[src/rtl/synchronous_fifo_pkg.sv]
// Default geometry shared by the FIFO top and its storage sub-module.
package synchronous_fifo_pkg;
   localparam int FIFO_DEPTH = 16;
   localparam int FIFO_WIDTH = 8;
endpackage

[src/rtl/synchronous_fifo_mem.sv]
// DEPTH x WIDTH storage for the FIFO: one write port and one registered read port.
module synchronous_fifo_mem
   import synchronous_fifo_pkg::*;
#(
   parameter int DEPTH      = FIFO_DEPTH,
   parameter int WIDTH      = FIFO_WIDTH,
   parameter int ADDR_WIDTH = $clog2(DEPTH)
) (
   input  logic                  clk_i,
   input  logic                  rst_i,
   input  logic                  wr_en,
   input  logic [ADDR_WIDTH-1:0] wr_addr,
   input  logic [WIDTH-1:0]      wdata,
   input  logic                  rd_en,
   input  logic [ADDR_WIDTH-1:0] rd_addr,
   output logic [WIDTH-1:0]      rdata
);

   logic [WIDTH-1:0] mem [DEPTH];

   // Storage is deliberately left out of reset; only the pointers define validity.
   always_ff @(posedge clk_i) begin
      if (wr_en) begin
         mem[wr_addr] <= wdata;
      end
   end

   always_ff @(posedge clk_i or negedge rst_i) begin
      if (!rst_i) begin
         rdata <= '0;
      end else if (rd_en) begin
         rdata <= mem[rd_addr];
      end
   end

endmodule

[src/rtl/synchronous_fifo.sv]
// Single-clock FIFO: wrap-bit pointers, combinational full/empty flags and a
// registered error pulse for rejected writes (when full) or reads (when empty).
module synchronous_fifo
   import synchronous_fifo_pkg::*;
#(
   parameter int DEPTH     = FIFO_DEPTH,
   parameter int WIDTH     = FIFO_WIDTH,
   parameter int PTR_WIDTH = $clog2(DEPTH)
) (
   input  logic             clk_i,
   input  logic             rst_i,
   input  logic             wr_en_i,
   input  logic             rd_en_i,
   input  logic [WIDTH-1:0] wdata_i,
   output logic             full_o,
   output logic [WIDTH-1:0] rdata_o,
   output logic             empty_o,
   output logic             error_o
);

   localparam logic [PTR_WIDTH:0] PTR_ONE = 1;

   logic [PTR_WIDTH:0] wr_ptr;
   logic [PTR_WIDTH:0] rd_ptr;
   logic               wr_accept;
   logic               rd_accept;

   // The extra MSB separates "same slot, same lap" (empty) from "same slot, one lap ahead" (full).
   assign empty_o   = (wr_ptr == rd_ptr);
   assign full_o    = (wr_ptr[PTR_WIDTH-1:0] == rd_ptr[PTR_WIDTH-1:0]) &&
                      (wr_ptr[PTR_WIDTH] != rd_ptr[PTR_WIDTH]);
   assign wr_accept = wr_en_i && !full_o;
   assign rd_accept = rd_en_i && !empty_o;

   always_ff @(posedge clk_i or negedge rst_i) begin
      if (!rst_i) begin
         wr_ptr  <= '0;
         rd_ptr  <= '0;
         error_o <= 1'b0;
      end else begin
         if (wr_accept) begin
            wr_ptr <= wr_ptr + PTR_ONE;
         end
         if (rd_accept) begin
            rd_ptr <= rd_ptr + PTR_ONE;
         end
         error_o <= (wr_en_i && full_o) || (rd_en_i && empty_o);
      end
   end

   synchronous_fifo_mem #(
      .DEPTH     (DEPTH),
      .WIDTH     (WIDTH),
      .ADDR_WIDTH(PTR_WIDTH)
   ) u_mem (
      .clk_i  (clk_i),
      .rst_i  (rst_i),
      .wr_en  (wr_accept),
      .wr_addr(wr_ptr[PTR_WIDTH-1:0]),
      .wdata  (wdata_i),
      .rd_en  (rd_accept),
      .rd_addr(rd_ptr[PTR_WIDTH-1:0]),
      .rdata  (rdata_o)
   );

endmodule

[config.mk]
export PLATFORM = sky130hd
export DESIGN_NAME = synchronous_fifo
export DESIGN_NICKNAME = d
export VERILOG_FILES = /design/src/rtl/synchronous_fifo_pkg.sv /design/src/rtl/synchronous_fifo_mem.sv /design/src/rtl/synchronous_fifo.sv
export SDC_FILE = /design/constraint.sdc
export NUM_CORES = 1
export LEC_CHECK = 0
export CORE_MARGIN = 3
export CORE_UTILIZATION = 30
export DETAILED_ROUTE_END_ITERATION = 10
export GPL_ROUTABILITY_DRIVEN = 0
export HOLD_SLACK_MARGIN = 0.12
export PLACE_DENSITY = 0.46
export SYNTH_ARGS = -nofsm -noshare
export SYNTH_HDL_FRONTEND = slang
export SYNTH_SLANG_ARGS = --single-unit
export TNS_END_PERCENT = 20
[constraint.sdc]
create_clock -name clk_i -period 2.2 [get_ports clk_i]
set_clock_uncertainty 0.2 [all_clocks]
set_input_delay 0.44 -clock clk_i [delete_from_list [all_inputs] [get_ports clk_i]]
set_output_delay 0.44 -clock clk_i [all_outputs]
set_load 0.01 [all_outputs]
# --- After elaboration in Yosys (flattened, before gate mapping) ---
# Memory sizes are Yosys's and may differ from the RTL's. A register that Yosys moved wholly into a read port is not among the register bits.
# Index checks and enable logic that the tools add are counted.
word_totals:
  out_inout_bits: 11
  in_bits: 12
  ramBits: 128
  wordCells: 20
  memories: 1
  register_bits: 11
classes:
  n_eq_ne: 3
  addsub: 2
  reduce_logical: 9
  n_mux: 2
memory_table:
  columns: ["memory", "depth", "width", "rd", "rd_clocked_by_memory_dff", "write_ports", "line", "rtl"]
  rows:
  - ["u_mem.mem", 16, 8, 1, 1, 1, "synchronous_fifo_mem.sv:19", "logic [WIDTH-1:0] mem [DEPTH];"]
op_table:
  columns: ["op", "n"]
  rows:
  - ["5-bit by 1-bit adder with 5-bit output, second input constant", 2]
  - ["5-bit == test", 1]
  - ["1-bit logical AND", 5]
  - ["4-bit == test", 1]
  - ["1-bit logical NOT", 3]
  - ["1-bit two-way mux", 2]
  - ["1-bit logical OR", 1]
  - ["1-bit inequality test", 1]

# --- Depth between registers and ports, before layout ---
# Gate-level depths: netlist of run 1.
logic_depth:
  word_depth: 6
  depth_mapped: 6

# --- By module ---
# From an unflattened synthesis of run 1, not the netlist that was laid out.
unflattened:
  cells_unflattened: 294
  hier_area_um2: 5949.5
by_module_without_submodules:
  columns: ["module", "n_inst", "area_each_um2", "cells_each", "seq_area_each_um2"]
  rows:
  - ["synchronous_fifo_mem", 1, 5331.4, 240, 4043.9]
  - ["synchronous_fifo", 1, 618.1, 54, 275.3]

# --- Least setup slack after synthesis of run 1 ---
# Ideal clock, no wire load.
synth_path:
  path_kind: "flip-flop to flip-flop"
  startpoint: "reg rd_ptr[0]"
  endpoint: "mem u_mem.mem[3][0] (netlist bit) (enable)"
  setup_slack_ns: -0.068
  arrival_ns: 1.684
  path_stages_with_launch: 7
  t_required_ns: 1.617
  path_buffers: 2
  synth_period_minus_slack_ns: 2.268
  setup_ns: 0.383
  path_cell_list: "dfrtp_1 -> buf_6 -> xnor2_1 -> nand4_1 -> buf_4 -> o211ai_1 -> nor3_1"
synth_between:
  elab_chain_cells: 6
synth_lines:
  columns: ["element", "line", "rtl"]
  rows:
  - ["from (decl)", "synchronous_fifo.sv:24", "logic [PTR_WIDTH:0] rd_ptr;"]
  - ["from (signal assigned)", "synchronous_fifo.sv:45", "rd_ptr <= rd_ptr + PTR_ONE;"]
  - ["4-bit == test", "synchronous_fifo.sv:30", "assign full_o = (wr_ptr[PTR_WIDTH-1:0] == rd_ptr[PTR_WIDTH-1:0]) &&"]
  - ["1-bit logical AND", "synchronous_fifo.sv:30", null]
  - ["1-bit logical NOT", "synchronous_fifo.sv:32", "assign wr_accept = wr_en_i && !full_o;"]
  - ["1-bit logical AND", "synchronous_fifo.sv:32", null]
  - ["1-bit two-way mux", "synchronous_fifo_mem.sv:23", "if (wr_en) begin"]
  - ["1-bit two-way mux (not written as such)", "synchronous_fifo_mem.sv:24", "mem[wr_addr] <= wdata;"]
  - ["to (decl)", "synchronous_fifo_mem.sv:19", null]
# Every way passes these cells.

# --- Worst setup path in the final report of run 1 ---
layout_path:
  startpoint: "reg rd_ptr[0]"
  endpoint: "mem u_mem.mem[14][5] (netlist bit) (enable)"
# The elaborated chain is that of the path after synthesis.

==> key figures, run 1 <==
STA
  – Setup violators final: 0
  – Crit share post-route: 98.8%
  – Fmax achieved: ~460 MHz
  – RSZ-0062 raised after global routing: yes
  – Setup TNS: 0 ns
  – Min Clock Period, post-route: around 2.2 ns
  – Pins Over Slew Limit: 0
  – Final Hold Fails: 0
  – Slack of the critical path: ~0.027 ns
  – Max_slew headroom: 43.9%
  – Worst-Margin Slew: between 0.8 and 0.9 ns
  – Worst hold slack: between 0.15 and 0.2 ns

Global routing
  – GRT Total Usage: between 10% and 20%
  – Number of global-route vias before repair: 3334
  – Gr ovfl total: 0
  – Initial antenna violation count: 0
  – Maximum number of pins on one net before global-route repair: 36
  – First-pass GRT wire length: approximately 21000 um

CTS
  – Clk pin slew, worst setup/hold paths: approximately 0.060 ns
  – H-tree depth: 4
  – Num CTS Buffers: 17
  – TritonCTS clock tree: yes
  – Clk_lat worst skew: approximately 0.42 ns
  – Post-CTS Hold Buffers: 0
  – Clock tree sinks: ~150
  – Clock Tree Buf Depth: 2
  – Clock Root Buffer: clkbuf_16

Die
  – Number of cell rows: 50
  – Initial core utilization: between 30 and 40%
  – Core ar.: about 19000 sq um
  – Die ar.: about 21000 sq um
  – I/O pin cnt: 23
  – Die height: around 150 um
  – Die X: 147 um

Detailed routing
  – Final ANT Viol Nets: 0
  – Initial DRT Pass Iterations: 8
  – Avg WL per Cell: around 21 um
  – Drt initial violations: between 200 and 250
  – Via/cell ratio: ~4.8
  – # DRC: 0
  – Vias: around 3100
  – WL final: between 10000 and 15000 um

Finish
  – Final Util: approximately two fifths
  – Fin area: roughly 7700 sq um
  – Fillcell total: between 1500 and 2000
  – Antenna diode count: 0
  – Post-layout nets: 399
  – Area growth from synthesis to final layout: 30.2%
  – Fraction of layout cells with a size suffix above 1: roughly two fifths

Setup path
  – Most frequent CP cell: buf_4
  – Critical path depth: 8
  – CP endpoint kind: flop
  – Reg2Reg Depth: 8
  – Arr. time, crit path: 2.15 ns
  – Buf/Inv on CP: 4
  – Critical Path Max Stage Delay: roughly 0.44 ns
  – Crit-path leading delay family: buffers and inverters
  – Worst R2R Start: rd_ptr[0]$_DFFE_PN0P_
  – Worst setup SP type: flop
  – Critical path required time: about 2.2 ns
  – R2r setup slk: between 0.02 and 0.03 ns
  – Worst r2r dst: u_mem.mem[14][5]$_DFFE_PP_
  – Worst Path Max Fanout: 6
  – Worst-path cell chain: xnor2_2 > nand4_1 > buf_4 > buf_6 > o21a_1 > buf_4 > and3_4 > buf_4
  – Critical Path Slowest Stage Cell: dfrtp_2
  – Crit Path Class: flop to flop

Placed design
  – Placed instance area: 6880 sq um
  – Port bufs: 22
  – HPWL after DPL: roughly 9000 um
  – Pre-CTS setup slack: -0.138 ns

Synthesis
  – Cells after Synth: between 200 and 300
  – Ys Warns: 0
  – Synth cell types: 31
  – Synth Area in Simple Gates: ~3.5%
  – Post-Synth Adder-Cell Area: 1.06%
  – Syn nets: approximately 310
  – Sequential fraction of the synthesis area: around 73%
  – Largest family of logic cells by synthesized area: multiplexers
  – Compound-Gate Fraction of Synth Area: between 3 and 4%
  – Post-synthesis xor/xnor area fraction: roughly 2.1%
  – Avg Cell Area, Syn: approximately 20 sq um
  – Portion of netlist area occupied by mux cells: between 10% and 20%
  – Mapped cell area: slightly below 6000 sq um
  – Yosys reg bits: 147

Hold path
  – Hold crit path type: primary input to async pin

Pwr
  – Worst vdd ir: approximately 0.43 mV
  – Lkg Pwr: ~0.0027 uW
  – Power density cells: about 1400 nW/um^2

Outcome
  – Run status: finished clean

Flow run
  – Maxcap violations: 0
==> worst max-delay path by stage <==
stage                                            end             startpoint  slack (ns)
final                     u_mem.mem[14][5]$_DFFE_PP_  rd_ptr[0]$_DFFE_PN0P_        0.03
after global routing      u_mem.rdata[2]$_DFFE_PN0P_  rd_ptr[0]$_DFFE_PN0P_       -0.04
after CTS                 u_mem.rdata[2]$_DFFE_PN0P_  rd_ptr[0]$_DFFE_PN0P_      -0.003
after detailed placement  u_mem.rdata[0]$_DFFE_PN0P_  rd_ptr[0]$_DFFE_PN0P_       -0.14
after global placement    u_mem.rdata[0]$_DFFE_PN0P_  rd_ptr[0]$_DFFE_PN0P_       -0.17
after floorplan           u_mem.mem[11][0]$_DFFE_PP_  wr_ptr[3]$_DFFE_PN0P_        0.11
==> report_power, final <==
part	internal (uW)	total, uW	switching, uW	leakage [uW]
registers	3470	3670	197	0.00138
logic	2050	3840	1790	0.00106
clock network	1950	3040	1080	0.000300
total	7470	10500	3070	0.00274
==> cell usage in the layout, fill, tap and decap left out, types with 5 or more instances in the layout <==
master	Yosys	layout
edfxtp_1	128	128
buf_4	2	44
mux4_2	23	28
clkdlybuf4s50_1	0	20
clkbuf_16	0	18
dfrtp_1	19	18
xnor2_1	13	12
buf_6	2	12
and3_1	15	11
mux2_4	9	9
a22oi_1	16	9
a22oi_2	0	7
nand2_1	10	6
buf_12	1	6
o211ai_1	5	5
ha_1	5	5
==> Yosys cell counts, drive strengths merged <==
| master | count | area [sq um] |
|---|---|---|
| a21oi | 1 | 5.00 |
| a22oi | 16 | 120 |
| and2 | 2 | 12.5 |
| and3 | 15 | 93.8 |
| buf | 9 | 85.1 |
| clkbuf | 6 | 23.8 |
| dfrtp | 19 | 475 |
| edfxtp | 128 | 3840 |
| ha | 5 | 62.6 |
| inv | 3 | 11.3 |
| mux2 | 10 | 146 |
| mux4 | 32 | 754 |
| nand2 | 10 | 37.5 |
| nand4 | 1 | 6.26 |
| nor2 | 4 | 15.0 |
| nor2b | 6 | 37.5 |
| nor3 | 1 | 5.00 |
| o2111ai | 1 | 8.76 |
| o211ai | 5 | 37.5 |
| o21a | 1 | 7.51 |
| o21ai | 1 | 16.3 |
| xnor2 | 13 | 114 |
| xor2 | 1 | 8.76 |
==> area by class of cell <==
| cell class | count | area, sq um | area share, % |
|---|---|---|---|
| flip-flops and latches | 147 | 4320 | 56.0 |
| multi-input cells | 125 | 1570 | 20.4 |
| repair buffers | 88 | 866 | 11.2 |
| clock buffers | 22 | 464 | 6.02 |
| well taps | 260 | 325 | 4.22 |
| clock inverters | 10 | 159 | 2.06 |
| inverters | 3 | 11.3 | 0.146 |
==> sequential cells by signal, indices dropped and copies added, names as in the netlist <==
name / flops
rd_ptr: 5
error_o: 1
u_mem.rdata: 8
u_mem.mem: 128
wr_ptr: 5
==> through the flow <==
step / power (uW) / cells
6_report: 10500 / 655
5_1_grt: 11100 / 655
4_1_cts: 10400 / 653
3_5_place_dp: 7180 / 616
3_3_place_gp: 7190 / 616
2_1_floorplan: 5780 / 290
==> logic make-up (layout without fill, tap and decap cells) <==
family | Yosys count | count (layout)
DFF | 147 | 147
muxes | 42 | 42
and+or+nand+nor | 39 | 39
AOI/OAI and AO/OA | 25 | 25
buffers and inverters | 18 | 123
xor gates and xnor gates | 14 | 14
adders and majority gates | 5 | 5
==> routing by layer <==
metal  up-vias  GRT usage [%]  wire length (um)
met1      1662           18.2              6360
met3        12           3.63               622
li1       1365              -                 -
met2        73           21.1              6790
met4         0           4.37               141
met5         -              0                 0
==> what timing repair did <==
| item | in CTS | in global routing |
|---|---|---|
| cloned | 0 | 1 |
| setup endpoints to repair | 4 | 101 |
| gates resized for setup | 18 | 36 |
| setup buffers | 5 | 3 |
| hold endpoints to repair | 0 | 0 |
| pin swaps | 2 | 13 |
(Power assumes the default switching activity.)
==> run 2: changes to the inputs <==
--- a/config.mk
+++ b/config.mk
@@ -11,6 +11,7 @@
 export GPL_ROUTABILITY_DRIVEN = 0
 export HOLD_SLACK_MARGIN = 0.12
 export PLACE_DENSITY = 0.46
+export SETUP_SLACK_MARGIN = 0.1
 export SYNTH_ARGS = -nofsm -noshare
 export SYNTH_HDL_FRONTEND = slang
 export SYNTH_SLANG_ARGS = --single-unit
==> key figures, run 2 (synthesis results as in run 1) <==
STA
  – Setup TNS: 0 ns (unchanged)
  – Worst-Margin Slew: 0.847 ns (was 0.839 ns)
  – Slack of the critical path: 0.0408 ns (was 0.0275 ns)
  – RSZ-0062 raised after global routing: yes (unchanged)
  – Final Hold Fails: 0 (unchanged)
  – Crit share post-route: 98.1% (was 98.8%)
  – Fmax achieved: 463 MHz (was 460 MHz)
  – Max_slew headroom: 43.4% (was 43.9%)
  – Min Clock Period, post-route: 2.16 ns (was 2.17 ns)
  – Worst hold slack: 0.167 ns (about the same)
  – Pins Over Slew Limit: 0 (unchanged)
  – Setup violators final: 0 (unchanged)

Detailed routing
  – Final ANT Viol Nets: 0 (unchanged)
  – Vias: 3074 (was 3112)
  – Initial DRT Pass Iterations: 4 (was 8)
  – Avg WL per Cell: 21.3 um (was 21.2 um)
  – # DRC: 0 (unchanged)
  – Drt initial violations: 207 (was 230)
  – Via/cell ratio: 4.70 (was 4.75)
  – WL final: 13900 um (about the same)

Pwr
  – Comb power frac: 36.6% (was 36.4%)
  – Internal: 7490 uW (was 7470 uW)
  – Lkg Pwr: 0.00273 uW (was 0.00274 uW)
  – Worst vdd ir: 0.452 mV (was 0.434 mV)
  – Sw Ratio: 29.1% (about the same)
  – Clock power frac: 28.7% (was 28.8%)
  – Flop pwr share: 34.7% (was 34.8%)
  – Psw: 3070 uW (about the same)
  – Power density cells: 1360 nW/um^2 (was 1370 nW/um^2)
  – Total Power: 10600 uW (was 10500 uW)

Finish
  – Regs by FF count: u_mem.mem: 128 flops, u_mem.rdata: 8 flops (unchanged)
  – Area growth from synthesis to final layout: 31.3% (was 30.2%)
  – Fraction of layout cells with a size suffix above 1: 41.6% (was 40.0%)
  – Fin cells: 654 (was 655)
  – Most flops, register: u_mem.mem (unchanged)
  – Post-layout nets: 398 (was 399)
  – Max FFs per register: 128 (unchanged)
  – Antenna diode count: 0 (unchanged)
  – Commonest non-fill, non-tap cell in the layout: edfxtp_1 (unchanged)
  – Most frequent cells in the layout: edfxtp_1, buf_4, mux4_2 (unchanged)
  – Fillcell total: 1736 (was 1732)

Global routing
  – Initial antenna violation count: 0 (unchanged)
  – Maximum number of pins on one net before global-route repair: 36 (unchanged)
  – First-pass GRT wire length: 21000 um (was 20900 um)
  – Number of global-route vias before repair: 3347 (was 3334)
  – GRT Total Usage: 13.5% (was 13.4%)
  – Gr ovfl total: 0 (unchanged)

Die
  – I/O pin cnt: 23 (unchanged)
  – Core ar.: 19100 sq um (unchanged)
  – Die X: 147 um (unchanged)
  – Number of cell rows: 50 (unchanged)
  – Initial core utilization: 31.1% (unchanged)
  – Die height: 147 um (unchanged)
  – Die ar.: 21500 sq um (unchanged)

Setup path
  – Worst r2r dst: u_mem.rdata[0]$_DFFE_PN0P_ (was u_mem.mem[14][5]$_DFFE_PP_)
  – Crit Path Class: flop to flop (unchanged)
  – Reg2Reg Depth: 5 (was 8)
  – Worst Path Max Fanout: 8 (was 6)
  – Worst R2R Start: rd_ptr[0]$_DFFE_PN0P_ (unchanged)
  – Critical path required time: 2.29 ns (was 2.17 ns)
  – Arr. time, crit path: 2.25 ns (was 2.15 ns)
  – Crit path to: u_mem.rdata[0]$_DFFE_PN0P_ (was u_mem.mem[14][5]$_DFFE_PP_)
  – R2r setup slk: 0.04 ns (was 0.03 ns)
  – Worst setup SP type: flop (unchanged)
  – CP endpoint kind: flop (unchanged)
  – Crit. Startpoint: rd_ptr[0]$_DFFE_PN0P_ (unchanged)

CTS
  – Clock Root Buffer: clkbuf_16 (unchanged)
  – Clock Tree Buf Depth: 2 (unchanged)
  – Num CTS Buffers: 17 (unchanged)
  – TritonCTS clock tree: yes (unchanged)
  – Clk_lat worst skew: 0.42 ns (about the same)
  – Clk pin slew, worst setup/hold paths: 0.06 ns (about the same)
  – Clock tree sinks: 147 (unchanged)
  – H-tree depth: 4 (unchanged)

Placed design
  – Pre-CTS setup slack: -0.138 ns (unchanged)
  – # placed instances: 616 (unchanged)
  – HPWL after DPL: 9020 um (unchanged)
  – Port bufs: 22 (unchanged)

Flow run
  – Maxcap violations: 0 (unchanged)

Outcome
  – Run status: finished clean (unchanged)

Hold path
  – Hold crit path type: primary input to async pin (unchanged)
run 2: power by group through the flow:
stage | Combinational (uW) | Sequential [uW] | Clock [uW]
5_1_grt | 4170 | 3710 | 3240
6_report | 3860 | 3660 | 3030
3_3_place_gp | 3460 | 3730 | 0
4_1_cts | 3670 | 3670 | 3100
3_5_place_dp | 3450 | 3730 | 0
2_1_floorplan | 2070 | 3700 | 0
run 2: final cells by class:
type	count	area (sq um)	share of cell area (%)
inverter	3	11.3	0.145
clock inverter	10	159	2.04
timing repair buffer	87	907	11.7
clock buffer	22	464	5.96
multi-input combinational	125	1600	20.5
sequential	147	4320	55.5
tap	260	325	4.18
run 2: repair_timing:
item / CTS / global route
pin swaps: 5 / 11
gates cloned: 0 / 1
endpoints found under the setup margin: 128 / 139
buffers inserted: 6 / 0
hold endpoints to repair: 0 / 0
hold buffers: 0 / 0
gates resized for setup: 26 / 46
run 2: how the worst min path moves through the flow:
stage	endpoint	slack, ns	depth (start not counted)
after floorplan	error_o$_DFF_PN0_	-0.06	0
after global placement	u_mem.rdata[5]$_DFFE_PN0P_	0.30	1
after detailed placement	u_mem.rdata[1]$_DFFE_PN0P_	0.30	1
after CTS	wr_ptr[4]$_DFFE_PN0P_	0.16	2
after global routing	rd_ptr[4]$_DFFE_PN0P_	0.19	2
final	wr_ptr[3]$_DFFE_PN0P_	0.17	2
run 2: stage by stage:
stage / instance area [sq um] / utilization [%]
2_1_floorplan: 5930 / -
3_3_place_gp: 6880 / 36.0
3_5_place_dp: 6880 / 36.0
4_1_cts: 7580 / 39.7
5_1_grt: 7790 / 40.8
6_report: 7790 / 40.8
run 2: worst max-delay path, stage by stage, from the launching register on:
cell     delay [ns]
dfrtp_2        0.41
buf_6          0.18
mux4_1         0.61
a22oi_2        0.27
nand2_1        0.08
mux2_4         0.27
run 2: layer usage:
layer | wire length, um | track usage [%] | up-vias
li1 | - | - | 1365
met1 | 6270 | 18.3 | 1626
met2 | 6790 | 21.1 | 72
met3 | 726 | 3.63 | 11
met4 | 116 | 4.37 | 0
met5 | 0 | 0 | -
